===== src/rtl/fetch_sequencer.sv =====
// Instruction fetch sequencer: issues one imem read per instruction, waits MEM_LAT
// cycles, holds the captured word for the consumer and handles redirects/halts.
module fetch_sequencer #(
   parameter logic [31:0] RESET_PC = 32'd0,
   parameter logic [31:0] PC_STEP  = 32'd1,
   parameter int unsigned MEM_LAT  = 1
) (
   input  logic        clk,
   input  logic        reset,
   input  logic        start,
   input  logic        halt,
   input  logic        branch_taken,
   input  logic [31:0] branch_target,
   output logic [31:0] imem_addr,
   output logic        imem_en,
   input  logic [31:0] imem_rdata,
   output logic        inst_valid,
   input  logic        inst_ready,
   output logic [31:0] inst_out,
   output logic [31:0] inst_pc,
   output logic        busy,
   output logic [15:0] fetch_count
);

   typedef enum logic [1:0] {StIdle, StIssue, StWait, StDeliver} state_e;

   localparam logic [1:0] WaitInit = 2'(MEM_LAT - 1);

   state_e      state_q, state_d;
   logic [31:0] pc_q, pc_d;
   logic [1:0]  wcnt_q, wcnt_d;
   logic        flush_q, flush_d;
   logic        halt_pend_q, halt_pend_d;
   logic [31:0] inst_out_q, inst_out_d;
   logic [31:0] inst_pc_q, inst_pc_d;
   logic [15:0] count_q, count_d;
   logic        en_q, valid_q, busy_q;

   always_comb begin
      state_d     = state_q;
      pc_d        = pc_q;
      wcnt_d      = wcnt_q;
      flush_d     = flush_q;
      halt_pend_d = halt_pend_q;
      inst_out_d  = inst_out_q;
      inst_pc_d   = inst_pc_q;
      count_d     = count_q;
      unique case (state_q)
         StIdle: begin
            if (branch_taken) pc_d = branch_target;
            if (start) state_d = StIssue;
         end
         StIssue: begin
            wcnt_d  = WaitInit;
            state_d = StWait;
            if (halt) halt_pend_d = 1'b1;
            if (branch_taken) begin
               pc_d    = branch_target;
               flush_d = 1'b1;
            end
         end
         StWait: begin
            if (halt) halt_pend_d = 1'b1;
            if (branch_taken) begin
               pc_d    = branch_target;
               flush_d = 1'b1;
            end
            if (wcnt_q == 2'd0) begin
               flush_d = 1'b0;
               // A redirect seen at any point of this fetch discards the returned word.
               if (flush_q || branch_taken) begin
                  state_d = (halt_pend_q || halt) ? StIdle : StIssue;
               end else begin
                  inst_out_d = imem_rdata;
                  inst_pc_d  = pc_q;
                  state_d    = StDeliver;
               end
            end else begin
               wcnt_d = wcnt_q - 2'd1;
            end
         end
         StDeliver: begin
            if (halt) halt_pend_d = 1'b1;
            if (inst_ready) begin
               count_d = count_q + 16'd1;
               pc_d    = branch_taken ? branch_target : pc_q + PC_STEP;
               state_d = (halt_pend_q || halt) ? StIdle : StIssue;
            end
         end
         default: state_d = StIdle;
      endcase
      if (state_d == StIdle) halt_pend_d = 1'b0;
   end

   always_ff @(posedge clk) begin
      if (reset) begin
         state_q     <= StIdle;
         pc_q        <= RESET_PC;
         wcnt_q      <= 2'd0;
         flush_q     <= 1'b0;
         halt_pend_q <= 1'b0;
         inst_out_q  <= 32'd0;
         inst_pc_q   <= 32'd0;
         count_q     <= 16'd0;
         en_q        <= 1'b0;
         valid_q     <= 1'b0;
         busy_q      <= 1'b0;
      end else begin
         state_q     <= state_d;
         pc_q        <= pc_d;
         wcnt_q      <= wcnt_d;
         flush_q     <= flush_d;
         halt_pend_q <= halt_pend_d;
         inst_out_q  <= inst_out_d;
         inst_pc_q   <= inst_pc_d;
         count_q     <= count_d;
         en_q        <= (state_d == StIssue);
         valid_q     <= (state_d == StDeliver);
         busy_q      <= (state_d != StIdle);
      end
   end

   assign imem_addr   = pc_q;
   assign imem_en     = en_q;
   assign inst_valid  = valid_q;
   assign inst_out    = inst_out_q;
   assign inst_pc     = inst_pc_q;
   assign busy        = busy_q;
   assign fetch_count = count_q;

endmodule


===== config.mk =====
export PLATFORM = sky130hd
export DESIGN_NAME = fetch_sequencer
export DESIGN_NICKNAME = d
export VERILOG_FILES = /design/src/rtl/fetch_sequencer.sv
export SDC_FILE = /design/constraint.sdc
export NUM_CORES = 1
export LEC_CHECK = 0
export ABC_AREA = 1
export BUFFER_PORTS_ARGS = -buffer_cell sky130_fd_sc_hd__buf_2
export CAP_MARGIN = 0
export CORE_ASPECT_RATIO = 2
export CORE_UTILIZATION = 39
export DETAILED_ROUTE_END_ITERATION = 16
export SYNTH_ARGS = -nofsm -noshare
export SYNTH_HDL_FRONTEND = slang
export SYNTH_SLANG_ARGS = --single-unit

===== constraint.sdc =====
create_clock -name clk -period 2.3 [get_ports clk]
set_input_delay 0.46 -clock clk [delete_from_list [all_inputs] [get_ports clk]]
set_output_delay 0.46 -clock clk [all_outputs]
set_load 0.005 [all_outputs]

======== Word-level counts from Yosys, hierarchy flattened ========
Index checks and enable logic that the tools add are counted.
storage, ports and cells
  bits in registers ....................... 121
  latch bits .............................. 0
  RAM bits ................................ 0
  bits in read-only memories .............. 0
  input port bits ......................... 70
  output and inout bits ................... 115
  word-level logic and storage cells ...... 53
  memories kept ........................... 0
operators by class
  add/sub/neg operators ................... 3
  multiply operators ...................... 0
  divide/modulo/power cells ............... 0
  order comparisons ....................... 0
  eq/ne operators ......................... 8
  shift-type cells ........................ 0
  multiplexer cells ....................... 15
  bitwise gates (word level) .............. 1
  reduce and logical (&&, ||, !) cells .... 15
operators with widths
  operator                                                            number
  32-bit 2-to-1 mux                                                   3
  32-bit one-hot mux with 2 select lines                              1
  32-bit by 1-bit adder with 32-bit output, second input constant     1
  16-bit by 1-bit adder with 16-bit output, second input constant     1
  2-bit 2-to-1 mux                                                    5
  2-bit one-hot mux with 4 select lines                               1
  2-bit AND reduction                                                 4
  2-bit == test, second input constant                                3
  2-bit logical NOT                                                   3
  3-bit OR reduction                                                  2
  2-bit by 1-bit == test with 1-bit output, second input constant     2
  2-bit != test, second input constant                                2
  2-bit one-hot mux with 2 select lines                               1
  2-bit nonzero test                                                  2
  1-bit 2-to-1 mux                                                    3
  3-bit AND reduction                                                 1
  1-bit logical OR                                                    2
  2-bit by 1-bit != test with 1-bit output, second input constant     1
  1-bit one-hot mux with 2 select lines                               1
  2-bit OR reduction                                                  1
  2-bit by 1-bit subtractor with 2-bit output, second input constant  1
  1-bit NOT                                                           1

======== Longest topological paths before layout ========
  depth after elaboration ................. 7
  mapped depth ............................ 11
  mapped depth without buffers ............ 10

======== Worst setup path after synthesis ========
OpenSTA, ideal clock, no wires.
  path kind ............................... register -> register
  start ................................... reg state_q[0]
  end ..................................... reg count_q[15] (netlist: fetch_count[15])
  library setup time ...................... 116 ps
  arrival time ............................ 1472 ps
  data required time ...................... 2184 ps
  path slack .............................. 712 ps
  stages on the path, launching flop included .. 9
  path buffers ............................ 0
  period minus slack after synthesis ...... 1588 ps
  cells stage by stage .................... dfxtp_1 ha_1 nand2_2 nor2_4 nand4_1 nor2_4 nand3_1 o21ai_0 nor2_1
on the way
  longest elaborated chain between the ends .. 2
ends and longest elaborated chain
  what                           line  RTL
  start: declaration             29    state_e state_q, state_d;
  start signal: assignment       97    state_q <= StIdle;
  start signal: assignment       109   state_q <= state_d;
  2-bit == test                  48    unique case (state_q)
  2-bit AND reduction (no line)  --
  end signal: assignment         116   count_q <= count_d;
  end: declaration               36    logic [15:0] count_q, count_d;
No other way between the ends.
A chain may end at the register's enable or synchronous reset.

======== Final worst setup path ========
  start ................................... reg state_q[0]
  end ..................................... reg inst_pc_q[5] (netlist: inst_pc[5])
on the way
  longest elaborated chain between the ends .. 2
ends and longest elaborated chain
  what                           line  RTL
  2-bit == test                  48
  3-bit AND reduction (no line)  --
  end signal: assignment         115   inst_pc_q <= inst_pc_d;
  end: declaration               35    logic [31:0] inst_pc_q, inst_pc_d;
No other way between the ends.

==> results.json <==
{
  "outcome": "complete, no violations",
  "synth_simple_gate_area_share_pct": 31.2,
  "wl_per_cell_um": 14.8,
  "synth_nets": 933,
  "path_buf_inv": 4,
  "fin_nets": 1109,
  "rows": 62,
  "die-area_um2": 15100,
  "fmax_ghz": 0.521,
  "ir_drop_uv": 532,
  "die_w_um": 87.3,
  "p_leak_nw": 3.34,
  "worstMarginPinSlew_ns": 0.529,
  "tns_ns": 0,
  "period_minus_slack_ns": 1.92,
  "finalHoldViolCount": 0,
  "path_max_fanout": 28,
  "initial_utilization_pct": 39.8,
  "start_kind": "flip-flop",
  "grt_max_degree": 58,
  "r2r_end": "inst_pc[5]",
  "synth_area_um2": 5680,
  "hpwl_um": 13600,
  "slew_viol_final": 0,
  "cts_made_buffers": 17,
  "syn_area_per_cell_um2": 6.64,
  "ys.warnings.count": 0,
  "synth_compound_area_share_pct": 16.4,
  "vias_per_cell": 4.98,
  "internal_power_w": 0.00498,
  "place.gp.congestion": 0.984,
  "cts_tree": "done",
  "swShare_pct": 29.7,
  "synth_top_family_by_area": "simple AND/OR/NAND/NOR gates",
  "p_total_w": 0.00707,
  "rr_startpoint": "state_q[0]",
  "grt_pass1_vias": 5755,
  "overflow": 0,
  "slowest_stage": "dfxtp_1",
  "yosys_most_used_dff": "dfxtp_1",
  "crit_type": "flip-flop to flip-flop",
  "hold_ws_ns": 0.293,
  "drt_iter0_drc": 346,
  "maxCapViolCount": 0,
  "ios": 185,
  "cts_sinks": 121,
  "cts_resized": 0,
  "relSlewSlack_pct": 64.7,
  "path_delay_family": "buffers and inverters",
  "p_seq_share_pct": 37.8,
  "grt_pass1_wl_um": 28100,
  "pwr-share-comb_pct": 20.9,
  "drt-total-wl_um": 18300,
  "setup_viol": 0,
  "cts_buffer_depth": 2,
  "drc": 0,
  "diodes": 0,
  "antenna_found_initial": 0,
  "ys_seq_area_share_pct": 42.7,
  "synth_cell_types": 31,
  "cp-end-kind": "flip-flop",
  "synth_edf_count": 0,
  "ys_ff_latch": 121,
  "synthArstFlopShare_pct": 0,
  "switching_power_w": 0.00210,
  "finalCritPeriodShare_pct": 83.4,
  "min_from": "imem_rdata[11]",
  "h-tree-depth": 4,
  "p_clk_share_pct": 41.2,
  "critPathRequiredTime_ns": 2.64,
  "post_cts.repair.setup_buffers": 0,
  "synth-xor-area-share_pct": 0.617,
  "ff2ff_setup_slack_ns": 0.38,
  "powerDensity_nw_per_um2": 951,
  "synthAdderAreaFrac_pct": 1.76,
  "grt_use_total_pct": 24.5,
  "hold_class": "input pin to flip-flop",
  "skew_ns": 0.00829,
  "reg2reg_depth": 9,
  "root_buffer": "clkbuf_16",
  "hold_end": "inst_out[11]",
  "cpPeakStageDelay_ns": 0.36,
  "cts_hold_buffers": 0,
  "firstDrtPassIters": 5,
  "synth_cells": 855,
  "muxShareOfSynthArea_pct": 0,
  "hold_depth": 3,
  "vias": 6154,
  "crit_chain": "inv_1, ha_1, nand2_1, inv_1, nand2_1, inv_2, buf_4, o21ai_0, a21oi_1",
  "synthToLayoutAreaGrowth_pct": 31.1,
  "design.core.area_um2": 14300,
  "numPortBuffers": 184,
  "clock_latency_ns": 0.41,
  "rsz0062_at_grt": "false",
  "ant_nets": 0,
  "critical_path_arrival_ns": 2.26,
  "clkTransAtPathRegs_ns": 0.06,
  "drive_above_1_share_pct": 23.2,
  "die_h_um": 173
}
## power groups by stage
stage                     sequential (W)  clock, W  combinational [W]
final                            0.00267   0.00292            0.00148
after global routing             0.00272   0.00306            0.00169
after CTS                        0.00268   0.00297            0.00150
after detailed placement         0.00272         0            0.00149
after global placement           0.00271         0            0.00148
after floorplan                  0.00270         0           0.000859
## how the worst max path moves through the flow
stage / cells past startpoint / startpoint / to
after CTS: 9 / state_q[0] / inst_pc[5]
after floorplan: 8 / state_q[0] / fetch_count[15]
final: 9 / state_q[0] / inst_pc[5]
after global routing: 9 / state_q[0] / inst_pc[6]
after global placement: 9 / state_q[0] / inst_pc[5]
after detailed placement: 9 / state_q[0] / inst_pc[5]
## cells in the mapped netlist, drive strengths merged (3+ instances only)
cell,number,area [um^2]
nand2,194,733
xor2,4,35.0
dfxtp,121,2420
buf,11,55.1
nand4,4,25.0
a21oi,74,370
nand3,41,205
nor3,4,25.0
o21a,4,30.0
nor2,185,727
o21ai,90,454
a221oi,3,26.3
clkbuf,29,109
inv,68,255
ha,8,100
## routing by layer
metal | GRT usage [%] | vias up | wire length, um
met4 | 13.0 | 0 | 741
met3 | 5.39 | 48 | 869
met1 | 23.7 | 2824 | 6670
met2 | 46.3 | 185 | 10100
li1 | - | 3097 | -
met5 | 0 | - | 0
## flip-flops by register name, indices dropped and copies added (netlist names)
name / cells
flush_q: 1
imem_en: 1
inst_pc: 32
halt_pend_q: 1
inst_out: 32
state_q: 2
inst_valid: 1
imem_addr: 32
fetch_count: 16
wcnt_q: 2
busy: 1
## per-stage QoR
stage | setup slack [ns] | instances | instance area [um^2] | util, %
floorplan | 0.712 | 855 | 5680 | -
global placement | 0.492 | 1204 | 6800 | 47.6
detailed placement | 0.413 | 1204 | 6800 | 47.6
CTS | 0.381 | 1236 | 7440 | 52.1
global route | 0.149 | 1236 | 7440 | 52.1
finish | 0.382 | 1236 | 7440 | 52.1
## tightest hold or removal path: stages
cell and delay (ns):
buf_2 0.07, o21ai_0 0.07, nor2_1 0.07
## cells by family after synthesis
| logic type | Yosys count |
|---|---|
| AOI/OAI and AO/OA | 178 |
| buffers and inverters | 108 |
| xor gates and xnor gates | 4 |
| DFF | 121 |
| and+or+nand+nor | 436 |
| adders and majority gates | 8 |
## layout make-up
class | count | area (um^2)
sequential | 121 | 2420
fill | 1554 | 6830
multi-input combinational | 626 | 2840
clock inverter | 12 | 198
tap | 192 | 240
clock buffer | 20 | 447
inverter | 68 | 255
timing repair buffer | 197 | 1040
## cell usage in the layout, fill, tap and decap left out, types with 4 or more instances in the layout
| master | count |
|---|---|
| o21ai_0 | 89 |
| nand3_1 | 41 |
| nand4_1 | 4 |
| xor2_1 | 4 |
| buf_2 | 184 |
| ha_1 | 8 |
| a21oi_1 | 74 |
| bufinv_16 | 5 |
| nand2_1 | 192 |
| nor2_2 | 4 |
| nor2_1 | 178 |
| clkbuf_16 | 17 |
| inv_1 | 65 |
| o21a_1 | 4 |
| dfxtp_1 | 121 |
| buf_4 | 11 |
Power figures use the tool's default switching activity.
